`config.mk`:
```
export PLATFORM = sky130hd
export DESIGN_NAME = bullet_frame_scheduler_flat
export DESIGN_NICKNAME = d
export VERILOG_FILES = /design/src/rtl/bullet_frame_scheduler_pkg.sv /design/src/rtl/bullet_frame_scheduler_if.sv /design/src/rtl/bullet_frame_scheduler_box_overlap.sv /design/src/rtl/bullet_frame_scheduler.sv /design/src/flat_wrapper.sv
export SDC_FILE = /design/constraint.sdc
export NUM_CORES = 1
export LEC_CHECK = 0
export ABC_CLOCK_PERIOD_IN_PS = 4050
export BUFFER_PORTS_ARGS = -buffer_cell sky130_fd_sc_hd__buf_4
export CORE_ASPECT_RATIO = 1.5
export CORE_UTILIZATION = 49
export CTS_BUF_LIST = sky130_fd_sc_hd__clkbuf_16
export CTS_CLUSTER_SIZE = 30
export DETAILED_ROUTE_END_ITERATION = 6
export PLACE_DENSITY = 0.79
export SETUP_SLACK_MARGIN = 0.2
export SLEW_MARGIN = 10
export SYNTH_ARGS = -nofsm -noshare
export SYNTH_HDL_FRONTEND = slang
export SYNTH_SLANG_ARGS = --single-unit
```
`constraint.sdc`:
```
create_clock -name clk -period 4.05 [get_ports clk]
set_input_delay 0.6075 -clock clk [delete_from_list [all_inputs] [get_ports clk]]
set_output_delay 0.6075 -clock clk [all_outputs]
set_load 0.03 [all_outputs]
```
`src/rtl/bullet_frame_scheduler_pkg.sv`:
```
// Shared game definitions: FSM encoding, bullet colour codes and pos/size field layout.
// Imported by the scheduler, the bullet table and the renderer.
package bullet_frame_scheduler_pkg;

    localparam int unsigned NUM_SLOTS = 8;
    localparam int unsigned SLOT_W    = 3;

    typedef enum logic [1:0] {
        ST_IDLE    = 2'd0,
        ST_SCAN    = 2'd1,
        ST_ADVANCE = 2'd2,
        ST_DEAD    = 2'd3
    } state_t;

    typedef enum logic [1:0] {
        COLOR_WHITE    = 2'd0,
        COLOR_GREEN    = 2'd1,
        COLOR_BLUE     = 2'd2,
        COLOR_RESERVED = 2'd3
    } color_t;

    typedef struct packed {
        logic [7:0] x;
        logic [7:0] y;
    } pos_t;

    typedef struct packed {
        logic [7:0] w;
        logic [7:0] h;
    } size_t;

    // Far edge of a box along one axis, widened so it never wraps.
    function automatic logic [8:0] far_edge(input logic [7:0] origin, input logic [7:0] extent);
        return {1'b0, origin} + {1'b0, extent};
    endfunction

endpackage

```
`src/rtl/bullet_frame_scheduler_if.sv`:
```
// Collision port between the frame scheduler (master) and the bullet table (slave).
interface bullet_frame_scheduler_if;
    logic [2:0]  slot_index;
    logic [15:0] slot_pos;
    logic [15:0] slot_size;
    logic [1:0]  slot_color;
    logic        slot_render;
    logic        collide;

    modport master (
        output slot_index,
        output collide,
        input  slot_pos,
        input  slot_size,
        input  slot_color,
        input  slot_render
    );

    modport slave (
        input  slot_index,
        input  collide,
        output slot_pos,
        output slot_size,
        output slot_color,
        output slot_render
    );
endinterface

```
`src/rtl/bullet_frame_scheduler_box_overlap.sv`:
```
// Combinational axis-aligned box intersection; edges that only touch do not overlap.
module box_overlap
    import bullet_frame_scheduler_pkg::*;
(
    input  pos_t  a_pos,
    input  size_t a_size,
    input  pos_t  b_pos,
    input  size_t b_size,
    output logic  hit
);

    always_comb begin
        hit = ({1'b0, b_pos.x} < far_edge(a_pos.x, a_size.w)) &&
              ({1'b0, a_pos.x} < far_edge(b_pos.x, b_size.w)) &&
              ({1'b0, b_pos.y} < far_edge(a_pos.y, a_size.h)) &&
              ({1'b0, a_pos.y} < far_edge(b_pos.y, b_size.h));
    end

endmodule

```
`src/rtl/bullet_frame_scheduler.sv`:
```
// Per-frame bullet collision scan: tests each bullet slot against the player,
// applies damage/heal to HP, then pulses run to advance the bullet field.
module bullet_frame_scheduler
    import bullet_frame_scheduler_pkg::*;
#(
    parameter int HP_MAX = 20,
    parameter int DMG    = 5,
    parameter int HEAL   = 1
) (
    input  logic                            clk,
    input  logic                            rst,
    input  logic                            frame_tick,
    input  logic                            enable,
    input  logic [15:0]                     player_pos,
    input  logic [15:0]                     player_size,
    input  logic                            player_moving,
    bullet_frame_scheduler_if.master        slots,
    output logic                            run,
    output logic [7:0]                      hp,
    output logic                            busy,
    output logic                            dead,
    output logic                            overrun
);

    localparam logic [7:0] HP_MAX_V = 8'(HP_MAX);
    localparam logic [7:0] DMG_V    = 8'(DMG);
    localparam logic [8:0] HEAL_V   = 9'(HEAL);

    state_t            state, state_next;
    logic [SLOT_W-1:0] idx, idx_next;
    logic [7:0]        hp_q, hp_next;
    logic              overrun_q, overrun_next;

    logic              overlap;
    logic              hit;
    logic              damaging;
    color_t            color;
    logic [7:0]        hp_dmg;
    logic [8:0]        hp_heal_raw;
    logic [7:0]        hp_heal;

    box_overlap u_box_overlap (
        .a_pos  (player_pos),
        .a_size (player_size),
        .b_pos  (slots.slot_pos),
        .b_size (slots.slot_size),
        .hit    (overlap)
    );

    always_comb begin
        color = color_t'(slots.slot_color);
        hit   = (state == ST_SCAN) && slots.slot_render && overlap &&
                ((color == COLOR_WHITE) || (color == COLOR_GREEN) ||
                 ((color == COLOR_BLUE) && player_moving));
        damaging    = hit && (color != COLOR_GREEN);
        hp_dmg      = (hp_q > DMG_V) ? (hp_q - DMG_V) : '0;
        hp_heal_raw = {1'b0, hp_q} + HEAL_V;
        hp_heal     = (hp_heal_raw > {1'b0, HP_MAX_V}) ? HP_MAX_V : hp_heal_raw[7:0];
    end

    always_ff @(posedge clk) begin
        if (rst) begin
            state     <= ST_IDLE;
            idx       <= '0;
            hp_q      <= HP_MAX_V;
            overrun_q <= 1'b0;
        end else begin
            state     <= state_next;
            idx       <= idx_next;
            hp_q      <= hp_next;
            overrun_q <= overrun_next;
        end
    end

    always_comb begin
        state_next   = state;
        idx_next     = idx;
        hp_next      = hp_q;
        overrun_next = overrun_q;

        if (frame_tick && ((state == ST_SCAN) || (state == ST_ADVANCE))) begin
            overrun_next = 1'b1;
        end

        case (state)
            ST_IDLE: begin
                if (frame_tick && enable) begin
                    state_next = ST_SCAN;
                    idx_next   = '0;
                end
            end
            ST_SCAN: begin
                if (hit) begin
                    hp_next = damaging ? hp_dmg : hp_heal;
                end
                // A lethal hit stops the scan on the hit slot; slot_index stays there.
                if (damaging && (hp_dmg == '0)) begin
                    state_next = ST_DEAD;
                end else if (idx == SLOT_W'(NUM_SLOTS - 1)) begin
                    state_next = ST_ADVANCE;
                end else begin
                    idx_next = idx + 1'b1;
                end
            end
            ST_ADVANCE: state_next = ST_IDLE;
            ST_DEAD:    state_next = ST_DEAD;
            default:    state_next = ST_IDLE;
        endcase
    end

    assign slots.slot_index = idx;
    assign slots.collide    = hit;
    assign run              = (state == ST_ADVANCE);
    assign busy             = (state == ST_SCAN) || (state == ST_ADVANCE);
    assign dead             = (state == ST_DEAD);
    assign hp               = hp_q;
    assign overrun          = overrun_q;

endmodule

```
`src/flat_wrapper.sv`:
```
// flat-port wrapper written by rule: the top's interface ports become plain ports
module bullet_frame_scheduler_flat import bullet_frame_scheduler_pkg::*;
#(
    parameter int HP_MAX = 20,
    parameter int DMG    = 5,
    parameter int HEAL   = 1
)
  (clk, rst, frame_tick, enable, player_pos, player_size, player_moving, run, hp, busy, dead, overrun, slots_slot_index, slots_collide, slots_slot_pos, slots_slot_size, slots_slot_color, slots_slot_render);
  bullet_frame_scheduler_if slots_i ();
  input  logic clk;
  input  logic rst;
  input  logic frame_tick;
  input  logic enable;
  input  logic [15:0] player_pos;
  input  logic [15:0] player_size;
  input  logic player_moving;
  output logic run;
  output logic [7:0] hp;
  output logic busy;
  output logic dead;
  output logic overrun;
  output wire logic [$bits(slots_i.slot_index)-1:0] slots_slot_index;
  output wire logic [$bits(slots_i.collide)-1:0] slots_collide;
  input wire logic [$bits(slots_i.slot_pos)-1:0] slots_slot_pos;
  input wire logic [$bits(slots_i.slot_size)-1:0] slots_slot_size;
  input wire logic [$bits(slots_i.slot_color)-1:0] slots_slot_color;
  input wire logic [$bits(slots_i.slot_render)-1:0] slots_slot_render;
  assign slots_slot_index = slots_i.slot_index;
  assign slots_collide = slots_i.collide;
  assign slots_i.slot_pos = slots_slot_pos;
  assign slots_i.slot_size = slots_slot_size;
  assign slots_i.slot_color = slots_slot_color;
  assign slots_i.slot_render = slots_slot_render;
  bullet_frame_scheduler #(.HP_MAX(HP_MAX), .DMG(DMG), .HEAL(HEAL)) u_core (.clk(clk), .rst(rst), .frame_tick(frame_tick), .enable(enable), .player_pos(player_pos), .player_size(player_size), .player_moving(player_moving), .slots(slots_i), .run(run), .hp(hp), .busy(busy), .dead(dead), .overrun(overrun));
endmodule
```
-- Word level (Yosys, flattened, before mapping)
Index checks and enable logic that the tools add are counted.
- add/subtract/negate cells: 7
- magnitude comparators: 6
- equality and inequality tests: 11
- multiplexer cells: 11
- reductions and logical operators: 21
- operator list (cell ; count):
    $add A8 B8 Y9 ; 4
    $lt A8 B9 Y1 ; 4
    $mux W8 ; 3
    $logic_and A1 B1 Y1 ; 11
    $add A8 B1 Y9 const B ; 1
    $gt A9 B5 Y1 const B ; 1
    $mux W3 ; 3
    $gt A8 B3 Y1 const B ; 1
    $logic_not A8 Y1 ; 1
    $pmux W2 S4 ; 1
    $sub A8 B3 Y8 const B ; 1
    $eq A2 B2 Y1 const B ; 3
    $mux W2 ; 3
    $pmux W3 S2 ; 1
    $eq A2 B1 Y1 const B ; 2
    $logic_not A2 Y1 ; 2
    $ne A2 B1 Y1 const B ; 2
    $ne A2 B2 Y1 const B ; 2
    $reduce_and A2 Y1 ; 2
    $reduce_and A4 Y1 ; 1
    $add A3 B1 Y3 const B ; 1
    $eq A3 B3 Y1 const B ; 1
    $logic_or A1 B1 Y1 ; 3
    $ne A3 B3 Y1 const B ; 1
    $reduce_bool A2 Y1 ; 1
- register bits: 14
- bits of input ports: 72
- word-level logic and storage cells: 60

-- Longest topological paths before layout
- word-level depth: 11
- depth in mapped cells: 17
- depth with buffers taken out: 16

-- By module
Synthesis repeated with hierarchy kept, for this count alone.
- cell total of the unflattened synthesis: 356
- area, all modules: 2895.3 µm²
- modules (own cells, without submodules) (module ; instances ; cells each ; area each (µm²) ; sequential area each (µm²)):
    box_overlap ; 1 ; 209 ; 1734.2 ; 0.0
    bullet_frame_scheduler ; 1 ; 147 ; 1161.1 ; 280.3

-- Least setup slack after synthesis
Ideal clock, no wire load.
- kind: input -> output
- start: input port slots_slot_size[0]
- end: output port slots_collide
- arrival: 3.593 ns
- required time: 3.442 ns
- slack: -0.151 ns
- cell stages on the path: 12
- path buffers: 1
- cell sequence: ha_1 fa_1 a211oi_1 o21bai_1 a21oi_1 xor2_1 ha_1 and3_1 a221o_1 o221a_2 nor4_4 clkbuf_8
- word-level cells in the longest chain between the ends: 5
- RTL lines (item ; line ; source):
    start: declaration ; flat_wrapper.sv:25 ; input wire logic [$bits(slots_i.slot_size)-1:0] slots_slot_size;
    $add A8 B8 Y9 ; bullet_frame_scheduler_pkg.sv:34 ; return {1'b0, origin} + {1'b0, extent};
    $lt A8 B9 Y1 ; bullet_frame_scheduler_box_overlap.sv:16 ; ({1'b0, a_pos.y} < far_edge(b_pos.y, b_size.h));
    $logic_and A1 B1 Y1 ; bullet_frame_scheduler_box_overlap.sv:15 ; ({1'b0, b_pos.y} < far_edge(a_pos.y, a_size.h)) &&
    $logic_and A1 B1 Y1 (2 in a row) ; bullet_frame_scheduler.sv:52 ; hit = (state == ST_SCAN) && slots.slot_render && overlap &&
    end: declaration ; flat_wrapper.sv:23 ; output wire logic [$bits(slots_i.collide)-1:0] slots_collide;
No other way between the ends.

-- Final worst setup path
- start: input port player_pos[0]
- end: output port slots_collide
- word-level cells in the longest chain between the ends: 6
- elaborated cells between the ends (all ways): 7
- classes of those cells: add/sub (1); order compare (2); reduce/logical (4)
- RTL lines (item ; line ; source):
    start: declaration ; flat_wrapper.sv:14 ; input logic [15:0] player_pos;
    $add A8 B8 Y9 ; bullet_frame_scheduler_pkg.sv:34 ;
    $lt A8 B9 Y1 ; bullet_frame_scheduler_box_overlap.sv:15 ;
    $logic_and A1 B1 Y1 ; bullet_frame_scheduler_box_overlap.sv:14 ; ({1'b0, a_pos.x} < far_edge(b_pos.x, b_size.w)) &&
    $logic_and A1 B1 Y1 * ; bullet_frame_scheduler_box_overlap.sv:15 ;
    $logic_and A1 B1 Y1 * (2 in a row) ; bullet_frame_scheduler.sv:52 ;
Mark *: on every way between the ends. The rest lies on a longest branch, timed or not.

==> flow_results.org <==
** Timing
- The routed design could run at a clock period as short as 4.064 ns.
- Derived from the worst setup path, the maximum achievable clock frequency is 0.2461 GHz.
- Setup violations remaining at the end of the flow were counted as 1.
- Summed over all failing endpoints, the final setup total negative slack is -0.01422 ns.
- Period utilization :: 100.4%
- In the post-route analysis, the smallest setup slack over all paths is -0.01422 ns.
- For the pin with the worst max-slew slack, the measured transition is 0.6557 ns.
- In this run the tightest slew margin relative to its limit is a little under three fifths.
- The final number of hold-violating endpoints came to 0.
- The clock arrives with 0.004288 ns of skew.
- RSZ-0062 raised after global routing :: true
- Final-report max-slew violation count :: 0
- Across all hold checks on the routed design, the worst slack comes to 0.4701 ns.

** Worst setup path
- Worst reg-to-reg setup slack :: 1.21 ns
- Endpoint of the lowest-slack register-to-register path :: u_core.hp[3]$_SDFFE_PP0P_
- Data on the critical path is required at its endpoint by 3.44 ns.
- Data arrives at the worst endpoint at around 3.5 ns.
- The most critical setup path has its endpoint at slots_collide.
- Startpoint kind of the worst setup timing path :: primary input
- Depth of the worst register-to-register path :: 9
- Crit Reg-Reg Startpoint :: u_core.hp[0]$_SDFFE_PP0P_
- The critical path starts at player_pos[0].
- Category of the worst setup path capture point :: output pin
- Type of the setup path with the least slack :: in -> out
- Crit path max fanout :: 2

** Synthesis
- Count of distinct cell types in the synthesized netlist :: 52
- Counting flops with an async set or reset pin after synthesis yields a share of 0%.
- The synthesized design contains 0 enable-type register cells.
- After synthesis, the mean cell area works out to 8.126 um2.
- Counting instances in the post-synthesis netlist gives the leading cell types as ha_1 (71), a21oi_1 (39), nand2_1 (37), nor2_1 (24), o21ai_0 (21).
- ha_1 is the most common cell in the netlist.
- Synth Warn # :: 0
- Synthesized netlist net count :: 521
- Cell types occupying the most area after synthesis :: ha_1 (29%), dfxtp_1 (9.2%), a21oi_1 (6.4%), nand2_1 (4.6%), xnor2_1 (4.0%)
- Top cell type by total area after synthesis :: ha_1
- Most used flip-flop cell after synthesis :: dfxtp_1
- The mapped netlist covers approximately 3000 um2.
- Number of synthesized register bits :: 14
- Share of the yosys chip area belonging to registers :: 9.222%
- Synthesis handed over a netlist of 374 instances.
- The synthesized design devotes to its leading area cell type 29.23% of total area.

** Place
- Place WS :: -0.1424 ns
- In this run the cell area measured after placement is 3822 um2.
- Placed instance count :: 541
- In this run the tool buffered the top-level ports with 87 buffer cells.
- Routability Congestion :: 0.9606
- The HPWL after detailed placement is 6.306 mm.

** Finish
- The final layout contains 632 nets.
- The number of antenna diodes in the final layout is 0.
- Once layout is complete, the utilization of the core stands at 71.82%.
- The finished layout holds roughly 560 standard cells, fillers aside.
- Share of final-layout standard cells stronger than drive strength 1 :: around a third
- Layout area overhead :: 38.74%
- Final instance area :: 4217 um2

** Floorplanning
- I/O pin count :: 88
- Die X-Extent :: 66.31 um
- Standard cell core area :: 5871 um2
- Floorplan die height :: between 90 and 100 um
- Row count :: 34
- Area enclosed by the die boundary :: 6528 um2
- Initial Util :: 51.77%

** Clock tree
- H-tree Lvls :: 1
- CTS root buf :: clkbuf_16
- After clock tree synthesis, the clock-pin slew on the worst setup and hold paths is approximately 0.050 ns.
- In this run the deepest clock path goes through 2 buffers.
- Number of buffers added by the clock tree synthesis step :: 3
- The later pin in the worst-skew pair is clocked with a latency of 0.24 ns.
- Clock sink total :: 14
- CTS tree :: built

** Drt
- Via/cell ratio :: 5.772
- Dividing the detail-routed wire length by the instance count gives ~15 um.
- The detailed router finished its first iteration with around 210 violations.
- Antenna Violating Nets Remaining :: 0
- Remaining DRCs :: 0
- Routed vias :: 3209
- WL final :: 8.086 mm
- Detailed-routing iteration count for the pre-antenna-repair pass :: 5

** Global routing
- For this run, the total global-route usage over all layers was measured as 24.01%.
- Overflow after GRT :: 0
- The number of global-route vias before repair is roughly 3.1k.
- The first global-routing pass estimated 12.77 mm of wire.
- The number of antenna violations at the first check in global routing came to 0.
- Entering global routing, the biggest net connects 19 pins.

** Worst hold path
- The path class of the tightest hold or removal check is reg -> reg.

** Flow run
- Max-cap violations :: 0

** Pwr
- The completed layout was analyzed and its total power is 1.172 mW.
- Worst supply voltage drop on vdd :: about 0.16 mV
- Cell leakage power :: 1.999 nW
- Power spread over the standard cell area amounts to 278.0 nW/um2.

** Status
- Result of the run :: finished with violations
- Violated checks :: negative setup slack
==> cell usage in the layout, fill, tap and decap left out, drive strengths merged, types with 6 or more instances in the layout <==
master	n
xnor2	14
o21ai	21
inv	19
a21oi	40
nor3	6
ha	71
xor2	10
nand2b	7
o21bai	6
nor2b	8
nor2	24
a21o	11
buf	116
dfxtp	14
nand2	37
==> cell families after synthesis <==
logic type,after synthesis,share of synthesized area (%)
mux,3,1.029
compound gates,121,27.05
simple gates,108,17.62
xor+xnor,24,6.916
fa+ha+maj,75,31.87
buf+inv,29,6.299
flops,14,9.222
==> power breakdown <==
group	internal [mW]	total (mW)	switching, mW
clock network	0.131	0.190	0.0588
logic	0.377	0.797	0.420
registers	0.158	0.185	0.0276
total	0.665	1.17	0.507
==> how the worst min path moves through the flow <==
| stage | end | depth (start not counted) | start |
|---|---|---|---|
| 3_3_place_gp | u_core.overrun$_SDFFE_PP0P_ | 2 | u_core.overrun$_SDFFE_PP0P_ |
| 5_1_grt | u_core.overrun$_SDFFE_PP0P_ | 2 | u_core.overrun$_SDFFE_PP0P_ |
| 6_report | u_core.overrun$_SDFFE_PP0P_ | 2 | u_core.overrun$_SDFFE_PP0P_ |
| 3_5_place_dp | u_core.overrun$_SDFFE_PP0P_ | 2 | u_core.overrun$_SDFFE_PP0P_ |
| 2_1_floorplan | u_core.state[1]$_SDFFE_PP0P_ | 2 | u_core.state[1]$_SDFFE_PP0P_ |
| 4_1_cts | u_core.overrun$_SDFFE_PP0P_ | 2 | u_core.overrun$_SDFFE_PP0P_ |
==> timing repair <==
| action | CTS | global route |
|---|---|---|
| buffers inserted | 6 | 5 |
| gates resized for setup | 21 | 33 |
| hold buffers | 0 | 0 |
| setup endpoints to repair | 5 | 14 |
| pin swaps | 26 | 25 |
==> worst max-delay path, stage by stage <==
cell,delay (ns)
buf_6,0.10
ha_4,0.15
fa_2,0.35
a211o_1,0.26
o211ai_1,0.13
a21oi_2,0.10
xnor2_1,0.13
ha_1,0.31
and3_4,0.16
a221o_1,0.32
a31oi_2,0.20
o31ai_4,0.09
nor4_4,0.36
buf_6,0.18
==> registers in the layout, summed over array words and instances (netlist names) <==
name                     flops
u_core.overrun               1
u_core.slots.slot_index      3
u_core.hp                    8
u_core.state                 2
==> routing by layer <==
metal / GRT usage, % / routed length (um) / part of all wire, %
met5: 0 / 0 / 0
met2: 47.65 / 4495 / 56
met3: 2.083 / 299 / 3.7
met1: 26.06 / 3130 / 39
met4: 5.728 / 161 / 2.0
==> final cells by class <==
cell class / count / area (um2)
Tap cell: 72 / 90.09
Sequential cell: 14 / 280.3
Timing Repair Buffer: 116 / 920.9
Fill cell: 460 / 1654
Multi-Input combinational cell: 331 / 2775
Clock inverter: 1 / 3.754
Inverter: 19 / 71.32
Clock buffer: 3 / 75.07
Power figures use the tool's default switching activity.
